--- src/rtl/pulse_period_meter.sv ---
// pulse_period_meter
// Measures the interval between consecutive rising edges of pulse_in in clk
// cycles. The result uses rate-divider "load" encoding: edges P cycles apart
// report P-1. This matches the value a divider would need to reproduce the
// observed rate.
//
// Optional feature macro: PULSE_PERIOD_METER_SYNC_EN
//   Defined   - pulse_in passes through a two-flop synchroniser (both flops
//               reset to 1) before edge detect. Detection is two cycles later
//               and reported periods are unchanged.
//   Undefined - pulse_in feeds edge detect directly and must be synchronous
//               to clk.
//
// Ports
//   clk        : single clock, rising edge
//   reset_n    : asynchronous active-low reset
//   enable     : measurement enable; low aborts any measurement in progress
//   pulse_in   : pulse stream being measured
//   period_out : last completed measurement (edge-to-edge cycles minus 1)
//   valid      : one-cycle strobe when period_out updates
//   overflow   : last completed measurement saturated
//   measuring  : high while a measurement interval is open
module pulse_period_meter #(
  parameter int WIDTH = 28
) (
  input  logic             clk,
  input  logic             reset_n,
  input  logic             enable,
  input  logic             pulse_in,
  output logic [WIDTH-1:0] period_out,
  output logic             valid,
  output logic             overflow,
  output logic             measuring
);

  typedef enum logic {
    IDLE    = 1'b0,
    MEASURE = 1'b1
  } state_t;

  state_t           state;
  state_t           next_state;
  logic             pin;
  logic             pin_d;
  logic             rise;
  logic [WIDTH-1:0] cnt;
  logic             sat;
  logic             cnt_max;

`ifdef PULSE_PERIOD_METER_SYNC_EN
  logic sync_q1;
  logic sync_q2;

  // Flops reset high so an input idling high is not seen as an edge.
  always_ff @(posedge clk or negedge reset_n) begin
    if (!reset_n) begin
      sync_q1 <= 1'b1;
      sync_q2 <= 1'b1;
    end else begin
      sync_q1 <= pulse_in;
      sync_q2 <= sync_q1;
    end
  end

  assign pin = sync_q2;
`else
  assign pin = pulse_in;
`endif

  // pin_d resets to 1 so a pulse_in held high out of reset is not an edge.
  // It tracks pin every cycle, independent of enable.
  always_ff @(posedge clk or negedge reset_n) begin
    if (!reset_n) begin
      pin_d <= 1'b1;
    end else begin
      pin_d <= pin;
    end
  end

  assign rise    = pin & ~pin_d;
  assign cnt_max = &cnt;

  always_ff @(posedge clk or negedge reset_n) begin
    if (!reset_n) begin
      state <= IDLE;
    end else begin
      state <= next_state;
    end
  end

  // enable low wins over a coincident edge; the first edge opens MEASURE,
  // and later edges keep us there because each edge also starts the next
  // interval.
  always_comb begin
    next_state = state;
    if (!enable) begin
      next_state = IDLE;
    end else if (state == IDLE && rise) begin
      next_state = MEASURE;
    end
  end

  always_comb begin
    measuring = (state == MEASURE);
  end

  // Counter and result registers. period_out/overflow hold through an abort;
  // only a completed interval updates them. The counter saturates instead of
  // wrapping, and sat remembers that saturation happened in this interval.
  always_ff @(posedge clk or negedge reset_n) begin
    if (!reset_n) begin
      cnt        <= '0;
      sat        <= 1'b0;
      period_out <= '0;
      overflow   <= 1'b0;
      valid      <= 1'b0;
    end else begin
      valid <= 1'b0;
      if (!enable) begin
        cnt <= '0;
        sat <= 1'b0;
      end else if (state == IDLE) begin
        cnt <= '0;
        sat <= 1'b0;
      end else if (rise) begin
        period_out <= cnt;
        overflow   <= sat | cnt_max;
        valid      <= 1'b1;
        cnt        <= '0;
        sat        <= 1'b0;
      end else if (cnt_max) begin
        sat <= 1'b1;
      end else begin
        cnt <= cnt + 1'b1;
      end
    end
  end

endmodule

--- config.mk ---
export PLATFORM = sky130hd
export DESIGN_NAME = pulse_period_meter
export DESIGN_NICKNAME = d
export VERILOG_FILES = /design/src/rtl/pulse_period_meter.sv
export SDC_FILE = /design/constraint.sdc
export NUM_CORES = 1
export LEC_CHECK = 0
export CORE_UTILIZATION = 59
export DETAILED_ROUTE_END_ITERATION = 7
export PLACE_DENSITY = 0.88
export SYNTH_ARGS = -nofsm -noshare
export SYNTH_HDL_FRONTEND = slang
export SYNTH_SLANG_ARGS = --single-unit
--- constraint.sdc ---
create_clock -name clk -period 4.25 [get_ports clk]
set_input_delay 0.425 -clock clk [delete_from_list [all_inputs] [get_ports clk]]
set_output_delay 0.425 -clock clk [all_outputs]
set_load 0.1 [all_outputs]
Word level (Yosys, flattened, before mapping)
Index checks and enable logic that the tools add are counted.
{"block": "totals", "input_bits": 4, "reg_bits": 61, "wordCells": 31, "out_inout_bits": 31}
{"block": "classes", "n_addsub": 1, "eq_ne": 3, "n_reduce_logical": 3, "bitwise_logic": 4, "n_mux": 13}
{"operator": "28-bit 2-to-1 mux", "count": 4}
{"operator": "28-bit by 1-bit adder with 28-bit output, second input constant", "count": 1}
{"operator": "28-bit AND reduction", "count": 1}
{"operator": "1-bit 2-to-1 mux", "count": 9}
{"operator": "4-bit by 2-bit != test with 1-bit output, second input constant", "count": 1}
{"operator": "4-bit != test, second input constant", "count": 1}
{"operator": "3-bit AND reduction", "count": 1}
{"operator": "2-bit by 1-bit != test with 1-bit output, second input constant", "count": 1}
{"operator": "1-bit inverter", "count": 2}
{"operator": "1-bit bitwise AND", "count": 1}
{"operator": "1-bit logical AND", "count": 1}
{"operator": "1-bit bitwise OR", "count": 1}

Logic depth before layout (Yosys ltp)
Gate-level depths: netlist of run 1.
{"block": "logic_depth", "word_depth": 5, "ltp_mapped": 7, "ltp_nobuf": 6}

Worst setup path before layout of run 1
No wires, ideal clock.
{"block": "synth_timing", "path_type": "flip-flop to flip-flop", "start": "register state, in the netlist measuring", "end": "register cnt[21]", "stages_incl_launch_ff": 6, "period_less_slack_ns": 2.183, "arrival_time_ns": 2.117, "setup_slack_ns": 2.067, "cell_sequence": "dfrtp_1 > nand2_1 > or2_2 > clkbuf_1 > or4_1 > nand2_1"}
{"block": "synth_via", "elab_chain_len": 2, "word_cells_on_any_way": 3, "cone_classes": "eq/ne: 1; mux: 2"}
{"element": "start, declared", "line_no": "41", "source": "state_t state;"}
{"element": "start signal, assigned", "line_no": "87", "source": "state <= next_state;"}
{"element": "28-bit 2-to-1 mux", "line_no": "122", "source": "end else if (state == IDLE) begin"}
{"element": "28-bit 2-to-1 mux", "line_no": "119", "source": "if (!enable) begin"}
{"element": "end signal, assigned", "line_no": "134", "source": "cnt <= cnt + 1'b1;"}
{"element": "end, declared", "line_no": "46", "source": "logic [WIDTH-1:0] cnt;"}
Parallel ways exist; a longest one is shown, timed or not.
A chain may end at the register's enable or synchronous reset.

Final worst setup path of run 1
{"block": "layout_timing", "start": "register state, in the netlist measuring", "end": "output port measuring"}
{"element": "end, declared", "line_no": "33", "source": "output logic measuring"}
No word-level cell between the ends.

==> results of run 1 <==
==> cell usage in the layout (no fill, tap or decap), types with 9 or more instances in the layout <==
master / count
a31oi_1: 9
dfrtp_1: 60
nand2_1: 23
clkbuf_8: 11
nand3_1: 10
mux2_2: 22
nor2_1: 23
xnor2_1: 10
clkdlybuf4s50_1: 33
nand4_1: 9
o21ai_0: 12
==> layout make-up <==
cell class	count	area [um2]	area share, %
Clock buffer	14	163	4.95
Clock inverter	2	10.0	0.305
Inverter	7	26.3	0.799
Multi-Input combinational cell	171	1140	34.6
Sequential cell	61	1530	46.5
Tap cell	52	65.1	1.98
Timing Repair Buffer	37	358	10.9
==> final timing paths <==
check | depth (start not counted) | end | slack, ns | start
worst min-delay path | 2 | period_out[23] | 0.24 | reset_n
max in group asynchronous | 2 | period_out[7] | 3.53 | reset_n
worst max-delay path | 1 | measuring | 1.95 | measuring
worst max register to register | 7 | cnt[24] | 2.09 | cnt[1]
worst min register to register | 2 | period_out[24] | 0.48 | period_out[24]
min in group clk | 2 | period_out[24] | 0.48 | period_out[24]
==> metal layers <==
| layer | vias up | part of all wire (%) | GRT usage, % |
|---|---|---|---|
| met1 | 994 | 46 | 32.3 |
| met2 | 59 | 48 | 35.0 |
| met4 | 0 | 2.6 | 15.1 |
| met5 | - | 0 | 0 |
| li1 | 968 | - | - |
| met3 | 11 | 3.8 | 5.63 |
==> cells by family after synthesis <==
group	count (synthesis)	share of synthesized area, %
AO/OA/AOI/OAI	41	9.84
AND/OR/NAND/NOR	90	16.7
buffers and inverters	18	2.56
XOR/XNOR	15	4.80
flip-flops	61	55.9
adder cells (fa/ha/maj)	1	0.457
multiplexers	24	9.79
==> power by group <==
part,switching [mW],internal [mW],leakage (nW)
Sequential,0.00177,0.584,0.848
Clock,0.201,0.242,0.0905
Combinational,0.0304,0.00875,0.487
==> state kept, by name (all words and copies together), names as in the netlist <==
register and count:
measuring 1, sat 1, period_out 28, valid 1, cnt 28, pin_d 1
overflow 1
==> through the flow <==
step / util (%) / power (mW) / worst slack, ns / hold slack (ns) / instances
finish: 74.5 / 1.07 / 1.95 / 0.240 / 344
global placement: 70.5 / 0.635 / 2.05 / 0.461 / 328
detailed placement: 70.5 / 0.636 / 2.02 / 0.478 / 328
floorplan: - / 0.616 / 2.07 / 0.129 / 250
CTS: 74.5 / 1.08 / 1.94 / 0.261 / 344
global route: 74.5 / 1.11 / 1.86 / 0.293 / 344
==> qor.yml, run 1 <==
die:
  num_rows: 24
  coreArea_um2: 4410
  initial_core_util_pct: 62.0
  die_h_um: 70.1
  die_x_um: 70.1
  ioPinCount: 35
  dieArea_um2: 4910
yosys:
  seq_area_frac_synth_pct: 55.9
  synthCells: 250
  synth_top_area_share_pct: 54.9
  syn_avg_cell_area_um2: 10.9
  netlist_top_cells_count: "dfrtp_1, nand2_1, nor2_1, mux2_2, o21ai_0"
  yosys_most_used_dff: "dfrtp_1"
  syn_nets: 255
  synth_top_area_cell: "dfrtp_1"
  yosysMostFrequentCell: "dfrtp_1"
  ys_ff_latch: 61
  yosys_warnings: 0
  synth-edff-count: 0
  ys_types: 42
  yosys-top-cells-area: "dfrtp_1, mux2_2, xnor2_1"
  async_flop_share_pct: 100
  netlist_area_um2: 2740
placement:
  io_buffer_count: 34
  dp_hpwl_um: 3340
  postPlaceCellArea_um2: 3110
  routabilityCongestion: 0.845
run_status:
  status: "completed"
cts:
  cts_tree: "yes"
  cts_root_buf: "clkbuf_8"
  clock_latency_ns: 0.33
  clkSlewWorstSetupHoldPaths_ns: 0.06
  clkSinkCount: 61
  htree_levels: 3
  clockBufferDepth: 2
  postCtsSetupBuffers: 0
  cts_hold_buf: 0
  cts_buffers: 9
  postCtsResizedCells: 0
power_and_ir_drop:
  ir_worst_vdd_mv: 0.227
  p_per_area_nw_per_um2: 325
  p_leak_nw: 1.43
critical_path:
  worstSetupPathType: "register to primary output"
  startpoint_type: "register"
  crit_chain: "clkdlybuf4s50_1"
  cpMaxStageDelayCell: "clkdlybuf4s50_1"
  crit_fanout: 4
  crit_family: "buffers and inverters"
  path_buf_inv: 1
  critical_path.max_stage_delay_ns: 1.15
  required_ns: 3.83
  worstPathArrival_ns: 1.87
  worst_setup_path_end_kind: "primary output"
drt:
  via_per_inst: 5.91
  drt_iter0_markers: 128
  wl_per_cell_um: 14.8
  drcViolationCount: 0
  antenna_left: 0
  first_pass_iters: 4
  wirelength_um: 5100
  vias: 2032
cells_and_area:
  fin_nets: 292
  area_growth_pct: 20.2
  drive_above_1_share_pct: 16.1
  diodes: 0
  fin_area_um2: 3290
  nFillCells: 317
sta:
  period_share_pct: 54.0
  final-setup-viol-count: 0
  maxSlewViolCount: 0
  finalCriticalPeriod_ns: 2.30
  setup_tns_ns: 0
  hold_viol: 0
  relSlewSlack_pct: 35.2
  rsz0062_at_grt: "no"
  skew_ns: 0.00813
  worst_slew_pin_slew_ns: 0.969
  max_freq_mhz: 436
grt:
  gr-usage-all-layers_pct: 24.0
  antenna_found_initial: 0
  first_global_vias: 1992
  grt_start_max_net_pins: 62
  grt_first_pass_wirelength_um: 9040
  grt-ovfl-total: 0
job:
  cap_violations: 0
worst_hold_path:
  min_path_type: "primary input to async pin"
Power figures use the tool's default switching activity.
==> run 2, diff against run 1 <==
--- a/config.mk
+++ b/config.mk
@@ -5,9 +5,9 @@
 export SDC_FILE = /design/constraint.sdc
 export NUM_CORES = 1
 export LEC_CHECK = 0
-export CORE_UTILIZATION = 59
+export CORE_UTILIZATION = 49
 export DETAILED_ROUTE_END_ITERATION = 7
-export PLACE_DENSITY = 0.88
+export PLACE_DENSITY = 0.79
 export SYNTH_ARGS = -nofsm -noshare
 export SYNTH_HDL_FRONTEND = slang
 export SYNTH_SLANG_ARGS = --single-unit
==> constraint.sdc (replaced) <==
create_clock -name clk -period 2 [get_ports clk]
set_input_delay 0.2 -clock clk [delete_from_list [all_inputs] [get_ports clk]]
set_output_delay 0.2 -clock clk [all_outputs]
set_load 0.1 [all_outputs]
==> run 2 against run 1 <==
Largest power group unchanged. Clock skew fell by 0.0026 ns. Global-route usage fell by 2.5 points. Worst setup slack worse by 1.9 ns. Highest routed layer unchanged. Sequential cell count unchanged.
==> qor.yml, run 2 (same netlist as run 1, synthesis figures left out) <==
run_status:
  status: "completed"
cells_and_area:
  utilization_pct: 66.6
  layout_top_registers: "cnt: 28 flops, period_out: 28 flops"
  final_cell_mix: "buf_4, dfrtp_1, nand2_1"
  diodes: 0
  final_common_cell: "buf_4"
  final_cell_count_no_fill: 391
  fin_nets: 321
  fin_area_um2: 3490
  area_growth_pct: 27.4
  drive_above_1_share_pct: 33.6
critical_path:
  r2r_start: "cnt[5]"
  worstSetupPathType: "register to register"
  required_ns: 2.27
  timing.rr.end: "cnt[21]"
  worst_setup_path_end_kind: "register"
  startpoint_type: "register"
  reg2reg_depth: 5
  rrSetupSlack_ns: 0.09
  crit_fanout: 4
  worstPathArrival_ns: 2.18
worst_hold_path:
  min_path_type: "primary input to register"
  hp-start: "pulse_in"
  hold_depth: 1
  min_to: "pin_d"
drt:
  drt_iter0_markers: 156
  wl_per_cell_um: 14.1
  via_per_inst: 5.40
  vias: 2110
  antenna_left: 0
  first_pass_iters: 4
  wirelength_um: 5510
  drcViolationCount: 0
sta:
  worst_slew_pin_slew_ns: 0.614
  finalCriticalPeriod_ns: 1.91
  fin_ws_ns: 0.0946
  maxSlewViolCount: 0
  setup_tns_ns: 0
  whs_ns: 0.283
  relSlewSlack_pct: 58.0
  skew_ns: 0.00550
  max_freq_mhz: 525
  period_share_pct: 95.3
  hold_viol: 0
  rsz0062_at_grt: "no"
  final-setup-viol-count: 0
cts:
  clockBufferDepth: 2
  clkSlewWorstSetupHoldPaths_ns: 0.06
  cts_buffers: 9
  clkSinkCount: 61
  cts_root_buf: "clkbuf_8"
  clock_latency_ns: 0.33
  cts_tree: "yes"
  htree_levels: 3
placement:
  dp_hpwl_um: 3970
  io_buffer_count: 34
  routabilityCongestion: 0.952
  pre_cts_ws_ns: 0.0894
  dpl.cell_count: 370
  postPlaceCellArea_um2: 3250
die:
  ioPinCount: 35
  coreArea_um2: 5240
  die_x_um: 76.7
  die_h_um: 76.7
  initial_core_util_pct: 52.2
  dieArea_um2: 5880
  num_rows: 26
grt:
  grt_first_pass_wirelength_um: 9850
  grt-ovfl-total: 0
  first_global_vias: 2107
  gr-usage-all-layers_pct: 21.5
  antenna_found_initial: 0
  grt_start_max_net_pins: 37
job:
  cap_violations: 0
power_and_ir_drop:
  p_leak_nw: 1.65
  p_total_mw: 2.37
  ir_worst_vdd_mv: 0.463
  p_per_area_nw_per_um2: 679
==> run 2: cell count changes in the layout (fill, tap and decap cells not counted), sizes merged <==
cell	previous run	this run
clkbuf	14	16
clkinv	2	0
dlygate4sd3	0	1
buf	4	63
clkdlybuf4s50	33	2
==> run 2: worst max path at each step <==
stage,from,to,slack [ns]
3_3_place_gp,cnt[9],cnt[17],0.13
6_report,cnt[5],cnt[21],0.09
4_1_cts,cnt[9],cnt[21],0.08
5_1_grt,cnt[19],cnt[8],0.007
2_1_floorplan,cnt[6],cnt[21],0.08
3_5_place_dp,cnt[9],cnt[21],0.09
==> run 2: where the power goes <==
part / internal (mW) / total [mW] / switching (mW) / leakage (nW)
logic: 0.0236 / 0.0910 / 0.0673 / 0.703
clock network: 0.588 / 1.03 / 0.443 / 0.0970
registers: 1.24 / 1.24 / 0.00368 / 0.846
==> run 2: repair_timing <==
item	4_1_cts	5_1_grt
buffers inserted	0	4
hold buffers	1	0
endpoints found under the setup margin	0	3
hold endpoints to repair	24	0
resized for setup	0	1
==> run 2: layer usage <==
layer / GRT usage (%) / vias up / wire length, um
li1: - / 1031 / -
met2: 31.4 / 48 / 2560
met4: 11.0 / 0 / 108
met1: 30.4 / 1020 / 2660
met3: 4.29 / 11 / 182
met5: 0 / - / 0
==> run 2: critical path, cell delays in order (launching register included) <==
cell and delay, ns:
dfrtp_1 0.41, nand4_1 0.14, or3_4 0.40, a2111o_1 0.41, or4_1 0.40, nand2_1 0.09
==> run 2: layout make-up <==
cell class | instances | area, um2
inverters | 7 | 26.3
fillers | 415 | 1750
repair buffers | 66 | 513
clock buffers | 16 | 190
well taps | 70 | 87.6
multi-input cells | 171 | 1140
flip-flops and latches | 61 | 1530
